<file path="src/rtl/reg_dump.sv">
// Register-file readout engine: walks every register address and streams (addr, data) beats.
// Optional trailing checksum beat enabled by defining REG_DUMP_CHECKSUM_EN.
module reg_dump #(
  parameter int REG_SIZE   = 32,
  parameter int NO_OF_REGS = 32,
  parameter int REGW       = $clog2(NO_OF_REGS)
) (
  input  logic                clk_i,
  input  logic                rst_i,
  input  logic                start_i,
  output logic [REGW-1:0]     raddr_o,
  input  logic [REG_SIZE-1:0] rdata_i,
  output logic                dump_valid_o,
  input  logic                dump_ready_i,
  output logic [REGW-1:0]     dump_addr_o,
  output logic [REG_SIZE-1:0] dump_data_o,
  output logic                dump_last_o,
  output logic                busy_o,
  output logic                done_o
);

`ifdef REG_DUMP_CHECKSUM_EN
  typedef enum logic [2:0] {IDLE, LOAD, SEND, CSUM, DONE} state_t;
`else
  typedef enum logic [1:0] {IDLE, LOAD, SEND, DONE} state_t;
`endif

  localparam logic [REGW-1:0] LAST_ADDR = REGW'(NO_OF_REGS - 1);

  state_t          state;
  logic [REGW-1:0] addr;
  logic            hs;
`ifdef REG_DUMP_CHECKSUM_EN
  logic [REG_SIZE-1:0] csum;
`endif

  assign raddr_o = addr;
  assign hs      = dump_valid_o && dump_ready_i;

  always_ff @(posedge clk_i or posedge rst_i) begin
    if (rst_i) begin
      state        <= IDLE;
      addr         <= '0;
      dump_valid_o <= 1'b0;
      dump_addr_o  <= '0;
      dump_data_o  <= '0;
      dump_last_o  <= 1'b0;
      busy_o       <= 1'b0;
      done_o       <= 1'b0;
`ifdef REG_DUMP_CHECKSUM_EN
      csum         <= '0;
`endif
    end else begin
      case (state)
        IDLE: begin
          if (start_i) begin
            addr   <= '0;
            busy_o <= 1'b1;
            state  <= LOAD;
`ifdef REG_DUMP_CHECKSUM_EN
            csum   <= '0;
`endif
          end
        end
        LOAD: begin
          // rdata_i is sampled only here; later register-file writes cannot disturb the beat
          dump_data_o  <= rdata_i;
          dump_addr_o  <= addr;
          dump_valid_o <= 1'b1;
`ifdef REG_DUMP_CHECKSUM_EN
          dump_last_o  <= 1'b0;
`else
          dump_last_o  <= (addr == LAST_ADDR);
`endif
          state        <= SEND;
        end
        SEND: begin
          if (hs) begin
            dump_valid_o <= 1'b0;
`ifdef REG_DUMP_CHECKSUM_EN
            csum         <= csum + dump_data_o;
`endif
            if (addr == LAST_ADDR) begin
              dump_last_o <= 1'b0;
`ifdef REG_DUMP_CHECKSUM_EN
              state       <= CSUM;
`else
              done_o      <= 1'b1;
              state       <= DONE;
`endif
            end else begin
              addr  <= addr + 1'b1;
              state <= LOAD;
            end
          end
        end
`ifdef REG_DUMP_CHECKSUM_EN
        CSUM: begin
          // First cycle loads the checksum beat, then it is held until accepted
          if (!dump_valid_o) begin
            dump_valid_o <= 1'b1;
            dump_addr_o  <= '0;
            dump_data_o  <= csum;
            dump_last_o  <= 1'b1;
          end else if (dump_ready_i) begin
            dump_valid_o <= 1'b0;
            dump_last_o  <= 1'b0;
            done_o       <= 1'b1;
            state        <= DONE;
          end
        end
`endif
        DONE: begin
          done_o <= 1'b0;
          busy_o <= 1'b0;
          state  <= IDLE;
        end
        default: state <= IDLE;
      endcase
    end
  end

endmodule

</file>
<file path="config.mk">
export PLATFORM = sky130hd
export DESIGN_NAME = reg_dump
export DESIGN_NICKNAME = d
export VERILOG_FILES = /design/src/rtl/reg_dump.sv
export SDC_FILE = /design/constraint.sdc
export NUM_CORES = 1
export LEC_CHECK = 0
export CAP_MARGIN = 10
export CORE_MARGIN = 2
export CORE_UTILIZATION = 42
export CTS_CLUSTER_SIZE = 16
export DETAILED_ROUTE_END_ITERATION = 8
export GPL_TIMING_DRIVEN = 0
export PLACE_DENSITY_LB_ADDON = 0.3
export SLEW_MARGIN = 20
export SYNTH_ARGS = -nofsm -noshare
export SYNTH_HDL_FRONTEND = slang
export SYNTH_SLANG_ARGS = --single-unit
</file>
<file path="constraint.sdc">
create_clock -name clk_i -period 2.2 [get_ports clk_i]
set_clock_uncertainty 0.05 [all_clocks]
set_input_delay 0.44 -clock clk_i [delete_from_list [all_inputs] [get_ports clk_i]]
set_output_delay 0.44 -clock clk_i [all_outputs]
set_load 0.03 [all_outputs]
</file>
# Word level (Yosys, flattened, before mapping)
# Index checks and enable logic that the tools add are counted.
[word_totals]
inputBits = 36
output_inout_bits = 46
reg_bits = 48
[op_classes]
muxes = 18
eq_ne = 8
addsub = 1
n_reduce_logical = 12
[ops]
columns = ["operator", "n"]
rows = [
  ["5-bit 2-to-1 mux", 3],
  ["5-bit case mux with 2 select lines", 1],
  ["2-bit != test (second input constant)", 4],
  ["1-bit case mux with 2 select lines", 4],
  ["2-bit case mux with 4 select lines", 1],
  ["2-bit nonzero test", 4],
  ["1-bit 2-to-1 mux", 6],
  ["2-bit 2-to-1 mux", 3],
  ["2-bit AND reduction", 3],
  ["3-bit AND reduction", 2],
  ["5-bit by 1-bit adder with 5-bit output (second input constant)", 1],
  ["5-bit == test (second input constant)", 1],
  ["2-bit == test (second input constant)", 2],
  ["4-bit AND reduction", 1],
  ["2-bit by 1-bit == test with 1-bit output (second input constant)", 1],
  ["2-bit logical NOT", 1],
  ["1-bit logical AND", 1],
]

# Depth between registers and ports, before layout
# Gate-level depths: netlist of the first run.
[depth]
word_depth = 4
ltp_mapped = 6

# Worst setup path after synthesis of the first run
# Ideal clock, no wire load.
[synth_timing]
path_type = "register to register"
startpoint = "register addr[0], in the netlist raddr_o[0]"
endpoint = "register addr[3], in the netlist raddr_o[3]"
t_required_ns = 2.081
path_slack_ns = 0.058
n_path_buf = 0
arrival_time_ns = 2.022
stages_incl_launch_ff = 7
path_cell_list = "dfrtp_1 ha_1 and3_1 ha_1 nand3b_2 or4_1 nand3_1"
[synth_via]
elab_chain_cells = 4
word_cells_on_any_way = 7
cone_classes = "1 x add/sub; 2 x eq/ne; 3 x mux; 1 x reduce/logical"
[synth_lines]
columns = ["element", "line", "source"]
rows = [
  ["from (decl)", "31", "logic [REGW-1:0] addr;"],
  ["from (signal assigned)", "92", "addr <= addr + 1'b1;"],
  ["5-bit by 1-bit adder with 5-bit output", "92", ""],
  ["5-bit 2-to-1 mux", "83", "if (addr == LAST_ADDR) begin"],
  ["5-bit 2-to-1 mux", "78", "if (hs) begin"],
  ["5-bit case mux with 2 select lines", "54", "case (state)"],
]
# Several ways; a longest one is shown, not always the timed one. The select of a mux whose other input is x is not followed.
# A chain may end at the register's enable or synchronous reset.

# Final worst setup path of the first run
# Same ends and word-level chain as after synthesis.

==> impl_metrics.ini, run 1 <==
[drt]
firstDrtPassIters = 4
antenna_left = 0
avgRoutedWirePerCell_um = 14.7
viasPerCell = 5.08
routed_wl_um = 4160
via_count = 1437
drcViolationCount = 0
dr.first_iter.drc_count = 122

[worst_setup_path]
path_max_fanout = 7
crit_chain = ha_1, and3_1, ha_1, nand3b_4, or4_1, nand3_1
cp_num_cells = 6
crit_family = simple AND/OR/NAND/NOR gates
cp.arrival_ns = 2.25
crit_buf_inv = 0
crit_top_cell = ha_1
path_class = register to register
crit_path_top_delay_cell = or4_1
end_kind = register
r2r_start = raddr_o[0]
start_kind = register
critPathMaxStageDelay_ns = 0.52
worstSetupStartpoint = raddr_o[0]
critPathRequiredTime_ns = 2.38
reg2reg_setup_slack_ns = 0.14
reg2regPathDepth = 6

[run]
cap_viol_max_count = 0

[finish]
nets = 268
diodes = 0
synthToLayoutAreaGrowth_pct = 50.4
final_area_um2 = 2970
drive_above_1_share_pct = 23.8
final_core_util_pct = 66.9

[logic_synthesis]
ys_top_cells_by_count = dfrtp_1, mux2_2, nand3_1, a21oi_1
yosysMostFrequentCell = dfrtp_1
synthDistinctLibCells = 27
synth_area_um2 = 1980
synthCells = 141
avgSynthCellArea_um2 = 14.0
synth_edf_count = 0
synthFlopType = dfrtp_1
async_flop_share_pct = 100
netlist.area_leader.share_pct = 60.8
yosysTopAreaCell = dfrtp_1
ys_top_cells_by_area = dfrtp_1, mux2_2, nand3_1, a21oi_1, clkbuf_8
yosys_register_bits = 48
yosys_warnings = 0
syn_nets = 179
seq_area_frac_synth_pct = 60.8

[pwr]
leakagePower_nw = 1.28
finalPower_w = 0.00450
power.density_nw_per_um2 = 1510
peakVddDrop_v = 0.000855

[placement]
gp_congestion = 0.800
place_area_um2 = 2870
port_buffers = 81
dpl.hpwl_um = 3030

[sta]
fmax_ghz = 0.485
slew_headroom_pct = 70.3
rsz0062_at_grt = false
tightest_slew_ns = 0.444
drv_slew = 0
fin_crit_ns = 2.06
timing.hold.ws_ns = 0.413
finalHoldViolCount = 0
final.setup.tns_ns = 0
timing.final.crit_share_pct = 93.8
setup_viol = 0

[min_path]
hp-class = input pin to async pin

[global_routing]
grt_max_degree = 30
antenna_found_initial = 0
grt_pass1_vias = 1472
overflow = 0
track_usage_pct = 16.4
grt_pass1_wl_um = 6730

[clock_network]
cts_sinks = 48
clk_path_buf_depth = 2
numCtsBuffers = 5
postCtsHoldBufs = 0
clk_pin_slew_ns = 0.09
ctsHtreeMaxLevel = 2
clockRootBuffer = clkbuf_8
clkLatencyLatePin_ns = 0.29
cts_tree = yes

[floorplan]
core_area_um2 = 4440
die_area_um2 = 5270
ioPinCount = 82
die_h_um = 72.6
num_rows = 24
chipWidth_um = 72.6
start_util_pct = 44.5

[status]
status = completed
==> layout make-up <==
type,count,area [µm²]
Fill cell,387,1470
Sequential cell,48,1200
Timing Repair Buffer,82,831
Multi-Input combinational cell,81,702
Clock buffer,8,90.1
Tap cell,52,65.1
Buffer,7,63.8
Inverter,5,18.8
==> layout by cell type, fill, tap and decap left out, types with 2 or more instances in the layout <==
master	synthesis	layout
buf_6	2	2
o21ai_0	3	3
nand3_1	10	10
dfrtp_1	48	47
a21oi_1	6	6
inv_1	5	4
clkdlybuf4s50_1	0	81
nand4_1	3	3
clkbuf_1	1	3
buf_2	2	2
clkbuf_8	2	8
nand2b_1	2	2
mux2_2	37	37
ha_1	2	2
nand2_1	5	5
==> worst paths after layout <==
kind | end
worst min register to register | dump_data_o[25]
worst max register to register | raddr_o[3]
min in group clk_i | dump_data_o[25]
worst min-delay path | dump_addr_o[1]
worst max-delay path | raddr_o[3]
max in group asynchronous | dump_data_o[4]
==> worst register-to-register path: stages, from the launching register on <==
cell,delay (ns)
dfrtp_2,0.46
ha_1,0.25
and3_1,0.19
ha_1,0.23
nand3b_4,0.21
or4_1,0.52
nand3_1,0.09
==> flip-flops by register name, summed over array words and instances, names as in the netlist <==
name	count
dump_last_o	1
dump_addr_o	5
dump_valid_o	1
dump_data_o	32
raddr_o	5
state	2
done_o	1
busy_o	1
==> power by group <==
| part | switching, W | internal (W) | leakage [nW] |
|---|---|---|---|
| combinational | 0.00129 | 0.00118 | 0.657 |
| clock | 0.000272 | 0.000257 | 0.0455 |
| sequential | 0.000221 | 0.00127 | 0.582 |
==> through the flow <==
step | std cells | worst slack, ns
final | 283 | 0.137
after global routing | 283 | 0.0453
after CTS | 283 | 0.0302
after detailed placement | 275 | 0.0632
after global placement | 274 | -0.397
after floorplan | 141 | 0.0583
==> what timing repair did <==
| item | in CTS | in global routing |
|---|---|---|
| buffers inserted | 0 | 0 |
| endpoints found under the hold margin | 0 | 0 |
| endpoints found under the setup margin | 0 | 1 |
| resized for setup | 0 | 2 |
==> cell families (layout without fill, tap and decap cells) <==
logic type      after synthesis  in the layout  synth area share, %
compound gates               15             15                 4.68
fa+ha+maj                     2              2                 1.27
buf+inv                      12            102                 4.18
flops                        48             48                 60.8
mux                          37             37                 21.1
simple gates                 27             27                 8.04
==> routing by layer <==
metal  vias up  wire (µm)  track usage, %
li1        676          -               -
met1       709       1760            20.0
met2        48       2080            27.8
met3         4        287            5.25
met4         0         29            4.94
met5         -          0               0
No activity file was read; power rests on OpenSTA's default activity.
==> inputs of run 2 (changes only) <==
CTS_CLUSTER_DIAMETER = 50   (was not set)
==> results of run 2 <==
The final DEF is identical to that of run 1; final timing and power are the same.
==> inputs of run 3 (changes only) <==
GPL_ROUTABILITY_DRIVEN = 0   (was not set)
==> results of run 3 <==
The final DEF is identical to that of run 1; final timing and power are the same.
